$ cat src/rtl/tick_gen_pkg.sv
// Shared definitions for the multi-channel tick generator.
// Optional square-wave outputs are enabled with the TICK_GEN_SQUARE_EN macro.
package tick_gen_pkg;

   // Period loaded into every channel when no other value is supplied.
   localparam int RESET_TOP_DEFAULT = 12000;

   // Width of a channel index; a single channel still gets a 1-bit index.
   function automatic int chan_w(input int n);
      return (n > 1) ? $clog2(n) : 1;
   endfunction

endpackage

$ cat src/rtl/tick_chan.sv
// One tick channel: wrap counter, period register and registered strobe.
// A pending period is taken at the next wrap, or immediately while disabled.
// The toggle output sq_o exists only with TICK_GEN_SQUARE_EN defined.
module tick_chan
   import tick_gen_pkg::*;
#(
   parameter int WIDTH     = 32,
   parameter int RESET_TOP = RESET_TOP_DEFAULT
) (
   input  logic             clk,
   input  logic             rst_n,
   input  logic             en_i,
   input  logic             pend_i,
   input  logic [WIDTH-1:0] val_i,
   output logic             apply_o,
   output logic             tick_o
`ifdef TICK_GEN_SQUARE_EN
   ,
   output logic             sq_o
`endif
);

   logic [WIDTH-1:0] cnt_q, cnt_d;
   logic [WIDTH-1:0] top_q, top_d;
   logic             tick_q, tick_d;
   logic             wrap;

   assign wrap    = en_i && (cnt_q == top_q);
   // A pending period lands on a wrap edge or on any disabled edge.
   assign apply_o = pend_i && (wrap || !en_i);
   assign tick_o  = tick_q;

   // Next-state: count enabled cycles, strobe on wrap, take new period on apply.
   always_comb begin
      cnt_d  = cnt_q;
      top_d  = top_q;
      tick_d = 1'b0;
      if (en_i) begin
         if (wrap) begin
            cnt_d  = '0;
            tick_d = 1'b1;
         end else begin
            cnt_d = cnt_q + 1'b1;
         end
      end
      if (apply_o) begin
         top_d = val_i;
         cnt_d = '0;
      end
   end

   // Channel state registers.
   always_ff @(posedge clk or negedge rst_n) begin
      if (!rst_n) begin
         cnt_q  <= '0;
         top_q  <= WIDTH'(RESET_TOP);
         tick_q <= 1'b0;
      end else begin
         cnt_q  <= cnt_d;
         top_q  <= top_d;
         tick_q <= tick_d;
      end
   end

`ifdef TICK_GEN_SQUARE_EN
   logic sq_q;

   assign sq_o = sq_q;

   // Square wave flips together with every strobe, so it holds while disabled.
   always_ff @(posedge clk or negedge rst_n) begin
      if (!rst_n) begin
         sq_q <= 1'b0;
      end else if (tick_d) begin
         sq_q <= ~sq_q;
      end
   end
`endif

endmodule

$ cat src/rtl/tick_gen.sv
// Multi-channel programmable tick generator with a one-deep period-load slot.
// Square-wave outputs (port sq) are present only with TICK_GEN_SQUARE_EN defined.
module tick_gen
   import tick_gen_pkg::*;
#(
   parameter int CHANNELS  = 2,
   parameter int WIDTH     = 32,
   parameter int RESET_TOP = RESET_TOP_DEFAULT
) (
   input  logic                          clk,
   input  logic                          rst_n,
   input  logic [CHANNELS-1:0]           en,
   input  logic                          load_valid,
   input  logic [chan_w(CHANNELS)-1:0]   load_chan,
   input  logic [WIDTH-1:0]              load_top,
   output logic                          load_ready,
   output logic [CHANNELS-1:0]           tick
`ifdef TICK_GEN_SQUARE_EN
   ,
   output logic [CHANNELS-1:0]           sq
`endif
);

   localparam int CW = chan_w(CHANNELS);

   typedef logic [CW-1:0] chan_idx_t;

   logic          busy_q, busy_d;
   chan_idx_t     chan_q, chan_d;
   logic [WIDTH-1:0] val_q, val_d;
   logic          chan_ok;
   logic [CHANNELS-1:0] pend;
   logic [CHANNELS-1:0] applied;

   // Indices beyond the last channel are accepted and then dropped.
   assign chan_ok    = ({1'b0, chan_q} < (CW+1)'(CHANNELS));
   assign load_ready = !busy_q;

   // Slot next-state: capture when idle, release once applied or discarded.
   always_comb begin
      busy_d = busy_q;
      chan_d = chan_q;
      val_d  = val_q;
      if (busy_q) begin
         if (!chan_ok || (|applied)) begin
            busy_d = 1'b0;
         end
      end else if (load_valid) begin
         busy_d = 1'b1;
         chan_d = load_chan;
         val_d  = load_top;
      end
   end

   // Busy flag is the only slot state that needs a reset value.
   always_ff @(posedge clk or negedge rst_n) begin
      if (!rst_n) begin
         busy_q <= 1'b0;
      end else begin
         busy_q <= busy_d;
      end
   end

   // Slot payload is only meaningful while busy is set.
   always_ff @(posedge clk) begin
      chan_q <= chan_d;
      val_q  <= val_d;
   end

   for (genvar g = 0; g < CHANNELS; g++) begin : g_chan
      assign pend[g] = busy_q && ({1'b0, chan_q} == (CW+1)'(g));
`ifdef TICK_GEN_SQUARE_EN
      tick_chan #(
         .WIDTH     (WIDTH),
         .RESET_TOP (RESET_TOP)
      ) u_chan (
         .clk     (clk),
         .rst_n   (rst_n),
         .en_i    (en[g]),
         .pend_i  (pend[g]),
         .val_i   (val_q),
         .apply_o (applied[g]),
         .tick_o  (tick[g]),
         .sq_o    (sq[g])
      );
`else
      tick_chan #(
         .WIDTH     (WIDTH),
         .RESET_TOP (RESET_TOP)
      ) u_chan (
         .clk     (clk),
         .rst_n   (rst_n),
         .en_i    (en[g]),
         .pend_i  (pend[g]),
         .val_i   (val_q),
         .apply_o (applied[g]),
         .tick_o  (tick[g])
      );
`endif
   end

endmodule

$ cat config.mk
export PLATFORM = sky130hd
export DESIGN_NAME = tick_gen
export DESIGN_NICKNAME = d
export VERILOG_FILES = /design/src/rtl/tick_gen_pkg.sv /design/src/rtl/tick_chan.sv /design/src/rtl/tick_gen.sv
export SDC_FILE = /design/constraint.sdc
export NUM_CORES = 1
export LEC_CHECK = 0
export CELL_PAD_IN_SITES_DETAIL_PLACEMENT = 2
export CELL_PAD_IN_SITES_GLOBAL_PLACEMENT = 2
export CORE_MARGIN = 1.5
export CORE_UTILIZATION = 45
export CTS_CLUSTER_SIZE = 8
export DETAILED_ROUTE_END_ITERATION = 16
export GPL_TIMING_DRIVEN = 0
export HOLD_SLACK_MARGIN = 0.05
export PLACE_DENSITY_LB_ADDON = 0.1
export REMOVE_ABC_BUFFERS = 1
export SYNTH_ARGS = -nofsm -noshare
export SYNTH_HDL_FRONTEND = slang
export SYNTH_SLANG_ARGS = --single-unit
export TNS_END_PERCENT = 1
$ cat constraint.sdc
create_clock -name clk -period 7.8 [get_ports clk]
set_clock_uncertainty 0.2 [all_clocks]
set_input_delay 0.78 -clock clk [delete_from_list [all_inputs] [get_ports clk]]
set_output_delay 0.78 -clock clk [all_outputs]
set_load 0.01 [all_outputs]
==> metrics.md <==
| Metric | Value |
|---|---|
| Final wirelength | between 20000 and 25000 µm |
| Peak supply drop | 0.1491 mV |
| Setup TNS | 0 ns |
| Synth Flop Type | dfrtp_1 |
| Pins Over Slew Limit | 0 |
| Num rows | 48 |
| RSZ-0062 raised after global routing | false |
| Status | finished clean |
| DR DRC count | 0 |
| Internal | 1765 µW |
| Share of total power in the clock network | 34.3% |
| Crit Path Class | reg2reg |
| Psw | approximately 730 µW |
| Final Cell Area | around 9000 µm² |
| Starting Density | 45.78% |
| WL per Instance | 26.37 µm |
| Area grow syn2layout | 15.04% |
| Via count | about 5500 |
| Leak | 0.003861 µW |
| Comb pwr share | between 10% and 20% |
| Total GRT Usage | around 29% |
| Sequential Power Share | between 40% and 50% |
| Gr ovfl total | 0 |
| Crit end category | flop |
| R2r startpoint | g_chan[1].u_chan.cnt_q[1] |
| CTS sink count | 164 |
| Worst-Margin Slew | between 1 and 1.5 ns |
| Root Driver | clkbuf_16 |
| Hold Path Class | in2async |
| Number of enable flip-flop cells after synthesis | 33 |
| Post-Syn Area per Cell | 11.93 µm² |
| Final antenna-violating net count | 0 |
| Synthesized cell area | 7863 µm² |
| Cts hold-fix bufs | 0 |
| Post-Synthesis Cells | 659 |
| Share of cells above drive strength 1 | 16.15% |
| Final period util | 53.03% |
| Latest clock arrival within the worst-skew pair | 0.43 ns |
| Max H-tree Level | 4 |
| Initial DRC Count | 253 |
| Antenna violations before repair | 0 |
| Synth Warn # | 0 |
| Final nets | 733 |
| Most frequent cells in the layout | dfrtp_1 (117), xor2_1 (68), nand2_1 (44) |
| Resize count post-CTS | 0 |
| Most common cell after layout, fill and taps aside | dfrtp_1 |
| Die width | around 140 µm |
| Max-cap violations | 0 |
| Async set-reset flop share out of synthesis | 79.88% |
| Slew headroom | 10.05% |
| Setup violations, final | 0 |
| Pwr/cell area | 275.6 nW/µm² |
| Vias in the first global route | 6223 |
| DR pass1 iterations | 4 |
| Max frequency | 241.7 MHz |
| R2R depth | 6 |
| Post-CTS Setup Bufs | 0 |
| Placed cell area | 8466 µm² |
| Crit-path max FO | 32 |
| CTS buffer count | 17 |
| First-pass GRT wire length | between 30000 and 40000 µm |
| Final Critical Period | 4.137 ns |
| Fin. Hold Viols | 0 |
| I/O Pins | a little over 40 |
| Number of buffers added on ports | 40 |
| Largest net degree at the start of global routing | 91 |
| Post-detail-place hpwl | approximately 16000 µm |
| Worst reg-to-reg setup slack | 3.66 ns |
| Routability cong. | 0.8195 |
| Count of cell types in the netlist | 55 |
| Antenna cells | 0 |
| WP data required | 7.91 ns |
| CTS tree | yes |
| Reg-to-Reg End | g_chan[1].u_chan.top_q[25] |
| Clock buffer depth | 2 |
| Post-synthesis sequential area ratio | 54.52% |
| Via density | 5.909 |
| Core area | 17180 µm² |
| Clk pin slew, worst setup/hold paths | about 0.070 ns |
| Switching share of power | between 20 and 30% |
| Critical path arrival | 4.24 ns |
| Yosys reg bits | 164 |
| Worst setup SP type | flop |
| Die area | 18270 µm² |
| Die Y | 135.2 µm |
registers in the layout (all words and copies together), names as in the netlist:
| register | count |
|---|---|
| val_q | 32 |
| busy_q | 1 |
| chan_q | 1 |
| g_chan.u_chan.cnt_q | 64 |
| g_chan.u_chan.top_q | 64 |
| g_chan.u_chan.tick_o | 2 |
critical path, cell delays in order, from the launching register on:
cell     delay [ns]
dfrtp_1        0.44
xor2_1         0.24
nor4_1         0.58
nand4_1        0.38
o21a_1         0.77
nor2_4         0.97
mux2_2         0.43
cell type report:
class	count	area (µm²)
sequential	164	4287
multi-input combinational	455	3393
tap	225	281.5
inverter	12	45.04
clock inverter	11	107.6
fill	1690	8132
timing repair buffer	43	459.2
clock buffer	21	471.7
worst max-delay path by stage:
stage / cells after the start / slack (ns) / startpoint / end
floorplan: 6 / 4.62 / g_chan[1].u_chan.top_q[5] / g_chan[1].u_chan.top_q[0]
global placement: 1 / 0.46 / rst_n / g_chan[1].u_chan.cnt_q[29]
detailed placement: 6 / 3.78 / g_chan[0].u_chan.cnt_q[5] / g_chan[0].u_chan.top_q[4]
CTS: 6 / 3.60 / g_chan[1].u_chan.cnt_q[1] / g_chan[1].u_chan.top_q[18]
global route: 6 / 3.47 / g_chan[1].u_chan.cnt_q[1] / g_chan[1].u_chan.top_q[29]
finish: 6 / 3.66 / g_chan[1].u_chan.cnt_q[1] / g_chan[1].u_chan.top_q[25]
through the flow:
stage	total power (µW)	setup slack (ns)	instances	hold WS, ns	util (%)
CTS	2513	3.600	931	0.06877	52.66
finish	2493	3.663	931	0.07148	52.66
floorplan	1429	4.615	631	0.2617	-
global route	2581	3.467	931	0.08155	52.66
global placement	1566	0.4558	896	0.2914	48.81
detailed placement	1626	3.775	899	0.2972	49.29
synth_stat cells (all sizes together), types with 2 or more instances:
library cell,n,area (µm²)
dfrtp,117,2928
xor2,68,595.6
mux2,64,833.3
nand2,45,171.4
nand3,41,205.2
edfxtp,33,991.0
o21ai,30,161.4
nor2,28,107.6
nor4,21,173.9
buf,20,130.1
a21oi,15,75.07
nor3,15,80.08
or3,15,93.84
dfstp,14,367.9
nand4,14,93.84
and3,13,81.33
inv,12,45.04
o311ai,12,105.1
a21o,10,75.07
a22o,8,70.07
clkbuf,8,30.03
and2,6,37.54
nand2b,6,45.04
a221o,5,50.05
and4,5,43.79
nor2b,5,31.28
xnor2,5,43.79
a31oi,4,25.02
o21a,4,30.03
ha,2,25.02
nor3b,2,15.01
nor4b,2,17.52
o2bb2ai,2,17.52
o31ai,2,15.01
or4,2,18.77
power by group through the flow:
| stage | clock network, µW | registers, µW | logic, µW |
|---|---|---|---|
| after detailed placement | 0 | 1200 | 423 |
| after global placement | 0 | 1180 | 383 |
| after global routing | 899 | 1210 | 469 |
| after floorplan | 0 | 1140 | 286 |
| after CTS | 868 | 1200 | 447 |
| final | 855 | 1200 | 440 |
routing by layer:
| layer | part of all wire [%] | global-route usage [%] | wire length (µm) | vias up |
|---|---|---|---|---|
| li1 | - | - | - | 2456 |
| met1 | 43 | 35.38 | 10500 | 2914 |
| met2 | 52 | 50.48 | 12880 | 89 |
| met3 | 1.8 | 4.564 | 433 | 42 |
| met4 | 3.0 | 10.99 | 735 | 0 |
| met5 | 0 | 0 | 0 | - |
kinds of logic after synthesis:
kind of cell / synth area share (%)
xor gates and xnor gates: 8.132
AOI/OAI and AO/OA: 8.148
adders and majority gates: 0.3182
DFF: 54.52
buffers and inverters: 2.610
and+or+nand+nor: 15.55
muxes: 10.73
(Power assumes the default switching activity.)
==> RTL edit 1: new RTL, same flow settings <==
`WIDTH` is set to 32 in 2 places; all go to 24.
--- a/src/rtl/tick_chan.sv
+++ b/src/rtl/tick_chan.sv
@@ -5,5 +5,5 @@
    import tick_gen_pkg::*;
 #(
-   parameter int WIDTH     = 32,
+   parameter int WIDTH     = 24,
    parameter int RESET_TOP = RESET_TOP_DEFAULT
 ) (
--- a/src/rtl/tick_gen.sv
+++ b/src/rtl/tick_gen.sv
@@ -5,5 +5,5 @@
 #(
    parameter int CHANNELS  = 2,
-   parameter int WIDTH     = 32,
+   parameter int WIDTH     = 24,
    parameter int RESET_TOP = RESET_TOP_DEFAULT
 ) (
Ports: changed (resized load_top); port bits go from 41 to 33. No check against the original RTL was run, so the function may have changed too.
==> RTL edit 1 against the original RTL <==
Design area shrank 23%. Sequential cell count shrank 40. Die area shrank 24%. Area after synthesis shrank 24%. Clock power shrank 13%. Synthesized cell count shrank 22%. Worst setup slack gained 0.77 ns. Fmax grew 23%. Utilization grew 1.8 points. Wire length shrank 27%. Critical path depth is the same. Non-clock buffer count shrank 8. Power shrank 17%. Critical path type unchanged. Largest power group unchanged. Highest routed layer unchanged.
==> RTL edit 1: results (changes against the original RTL) <==
r2r worst-path depth=6 (unchanged); WL/cell=24.8 um (was 26.4 um); worst-skew pair later-pin latency=0.43 ns (about the same); final worst path period share=43.2% (was 53.0%); post-placement cell count=694 (was 899); share of layout cells above drive strength 1=18.4% (was 16.1%); CTS Buf Count=17 (unchanged); worst reg2reg setup slack=4.43 ns (was 3.66 ns); Worst-path clk slew=approximately 0.060 ns; worst min path class=input pin to asynchronous set/reset pin (unchanged); CP arrival=3.48 ns (was 4.24 ns); Max clock buf depth=2 (unchanged); ys async rst share=79.8% (was 79.9%); vias per cell=5.85 (was 5.91); clock root cell=clkbuf_16 (unchanged); Startpoint Class=register (unchanged); number of global-route vias before repair=4836 (was 6223); drt pass-1 iters=4 (unchanged); VDD IR max=0.165 mV (was 0.149 mV); Placement Cell Area=6410 sq um (was 8470 sq um); pre-CTS setup slack=4.44 ns (was 3.78 ns); Seq/Total Area, Yosys=54.4% (was 54.5%); filler cell count=1213 (was 1690); biggest regs=g_chan.u_chan.cnt_q: 48 flops, g_chan.u_chan.top_q: 48 flops, val_q: 24 flops (was g_chan.u_chan.cnt_q: 64 flops, g_chan.u_chan.top_q: 64 flops, val_q: 32 flops); Post-synth EDFFs=25 (was 33); first-pass GRT wire length=28.9 mm (was 38.4 mm); H-Tree Level Count=4 (unchanged); CP Max Fanout=24 (was 32); Syn Inst Count=512 (was 659); Synth cell types=52 (was 55); fin nets=574 (was 733); met3 routed WL=514 um (was 433 um); All-Layer GR Usage=27.6% (was 28.7%); met2 routed WL=9.32 mm (was 12.9 mm); antenna violations before repair=0 (unchanged); Post-CTS Setup Bufs=0 (unchanged); largest net degree at the start of global routing=51 (was 91); Routed met1 length=8.00 mm (was 10.5 mm); Least-Margin Pin Slew=1.02 ns (was 1.35 ns); crit path kind=register to register (unchanged); final hold slack=0.193 ns (was 0.0715 ns); Commonest cells post-synth=dfrtp_1, xnor2_1, nand2_1, nand3_1, mux2_2 (was dfrtp_1, xor2_1, nand2_1, nand3_1, edfxtp_1); DRT iter0 DRCs=239 (was 253); RR Endpoint=g_chan[0].u_chan.top_q[15] (was g_chan[1].u_chan.top_q[25]); launch point of the critical path=g_chan[0].u_chan.cnt_q[2] (was g_chan[1].u_chan.cnt_q[1]); uppermost routed layer=met4 (unchanged); Final HPWL DP=11.7 mm (was 16.3 mm); gpl congestion=0.782 (was 0.820); count of input and output buffers=32 (was 40); PostCTS Resize Cnt=0 (unchanged); Antenna Cells=0 (unchanged); Yosys Warn Count=0 (unchanged); synth top area cells=dfrtp_1, edfxtp_1, xnor2_1 (was dfrtp_1, edfxtp_1, xor2_1); Leak=2.75 nW (was 3.86 nW); outcome=finished, final reports clean (unchanged); Vias=4250 (was 5501)
[RTL edit 1: changes by cell type after synthesis, sizes merged, moves of 8 or more]
cell	delta
dfrtp	-32
edfxtp	-8
mux2	-16
nand3	-12
nand4	+12
nor4	-19
o311ai	-9
xnor2	+44
xor2	-62
[RTL edit 1: layout make-up]
| cell class | instances | area [sq um] | share of cell area [%] |
|---|---|---|---|
| sequential | 124 | 3250 | 46.6 |
| timing repair buffer | 35 | 372 | 5.34 |
| clock inverter | 13 | 106 | 1.53 |
| inverter | 11 | 41.3 | 0.593 |
| clock buffer | 19 | 433 | 6.22 |
| multi-input combinational | 353 | 2550 | 36.6 |
| tap | 172 | 215 | 3.09 |
[RTL edit 1: where the power goes]
group          internal [mW]  leakage [nW]  switching, mW  total (mW)
Clock                  0.458         0.267          0.288       0.746
Combinational          0.208          1.01          0.174       0.382
Sequential             0.805          1.48          0.127       0.932
[RTL edit 1: worst max-delay path, cell delays in order, from the launching register on]
cell	delay [ns]
dfrtp_1	0.47
xnor2_1	0.32
nand4_1	0.17
nor4_2	0.52
a21o_1	0.65
nand2_4	0.46
mux2_4	0.44
[RTL edit 1: kinds of logic after synthesis]
group                    count (synthesis)  synth area share [%]
flip-flops                             124                  54.4
buffers and inverters                   35                  3.04
adder cells (fa/ha/maj)                  2                 0.419
AND/OR/NAND/NOR                        171                  15.3
multiplexers                            49                  10.5
XOR/XNOR                                55                  8.07
AO/OA/AOI/OAI                           76                  8.26
[RTL edit 1: per-layer routing]
layer / GRT usage, % / up-vias
met4: 7.70 / 0
li1: - / 1917
met5: 0 / -
met3: 5.98 / 19
met2: 47.2 / 69
met1: 35.4 / 2245
==> RTL edit 2: new RTL, config.mk and constraints unchanged <==
Made on the original files. Add a define of `TICK_GEN_SQUARE_EN`.
--- a/src/rtl/tick_chan.sv
+++ b/src/rtl/tick_chan.sv
@@ -2,4 +2,6 @@
 // A pending period is taken at the next wrap, or immediately while disabled.
 // The toggle output sq_o exists only with TICK_GEN_SQUARE_EN defined.
+`define TICK_GEN_SQUARE_EN
+
 module tick_chan
    import tick_gen_pkg::*;
Check against the original RTL (old outputs only; new: sq): same outputs for any inputs over 4 cycles, from zero or initial values and one cycle with rst_n low; that may be too few to reach the edited logic, so the function may still have changed.
==> RTL edit 2 against the original RTL <==
Critical path depth stayed put. Worst setup slack better by 0.28 ns. Area after synthesis is 1.0% higher. Via count rose by 6.0%. Wire length up 8.0%. Cell count increased by 3.4%. Non-clock buffer count rose by 3. Design area is 1.9% higher. Sequential cell count is 2 higher. Power grew 2.8%. Critical path type unchanged. Critical endpoint unchanged.
==> RTL edit 2: results (changes against the original RTL) <==
outcome=finished, final reports clean (unchanged); worst-skew pair later-pin latency=0.45 ns (was 0.43 ns); Total Wirelength=26.5 mm (was 24.5 mm); number of global-route vias before repair=6497 (was 6223); Leak=3.79 nW (was 3.86 nW); #MultiIn Comb=481 (was 455); share of layout cells above drive strength 1=17.8% (was 16.1%); vias per cell=6.05 (was 5.91); crit-path max cell delay=0.93 ns (was 0.97 ns); largest net degree at the start of global routing=83 (was 91); Multi-input gate area=3410 sq um (was 3390 sq um); #FFs+latches synth=166 (was 164); synth top area cells=dfrtp_1, edfxtp_1, mux2_2 (was dfrtp_1, edfxtp_1, xor2_1); VDD IR max=0.187 mV (was 0.149 mV); fin nets=765 (was 733); Clk. pwr=0.929 mW (was 0.855 mW); buffer share of cell area=5.50% (was 5.08%); Non-CTS buffers=46 (was 43); Final HPWL DP=16.5 mm (was 16.3 mm); met2 routed WL=14.2 mm (was 12.9 mm); first-pass GRT wire length=40.7 mm (was 38.4 mm); launch point of the critical path=g_chan[1].u_chan.cnt_q[19] (was g_chan[1].u_chan.cnt_q[1]); Synth cell types=53 (was 55); DRT iter0 DRCs=280 (was 253); All-Layer GR Usage=30.6% (was 28.7%); adder-cell share of the synthesized area=0.315% (was 0.318%); met2 usage=55.0% (was 50.5%); Commonest cells post-synth=dfrtp_1, xor2_1, mux2_2, nand2_1, edfxtp_1 (was dfrtp_1, xor2_1, nand2_1, nand3_1, edfxtp_1); Layout clock area frac=6.88% (was 6.40%); xor/xnor share of the synthesized area=7.72% (was 8.13%); Routed met1 length=10.9 mm (was 10.5 mm); register area=4340 sq um (was 4290 sq um); Least-Margin Pin Slew=1.20 ns (was 1.35 ns); count of input and output buffers=42 (was 40); CP arrival=3.98 ns (was 4.24 ns); # clk buffers=26 (was 21); Synth Area in Compound Gates=9.20% (was 8.15%); Inverters=13 (was 12); PwrDens=278 nW/um^2 (was 276 nW/um^2)
## RTL edit 2: changes by cell type after synthesis, moves of 6 or more
| cell | change |
|---|---|
| mux2_2 | +44 |
| mux2_4 | -30 |
| nand2_1 | +19 |
| mux2_1 | -11 |
| nand3_1 | -9 |
| a21oi_1 | +7 |
| o211ai_1 | +7 |
| clkbuf_1 | +6 |
## RTL edit 2: per-stage QoR
| step | hold WS [ns] | cell area (sq um) | instances | setup slack, ns | util [%] |
|---|---|---|---|---|---|
| after CTS | 0.103 | 9220 | 963 | 3.94 | 53.3 |
| after floorplan | 0.262 | 7760 | 660 | 4.17 | - |
| after detailed placement | 0.286 | 8580 | 931 | 3.97 | 49.6 |
| after global routing | 0.120 | 9220 | 963 | 3.79 | 53.3 |
| final | 0.0877 | 9220 | 963 | 3.94 | 53.3 |
| after global placement | 0.253 | 8460 | 927 | 0.354 | 48.9 |
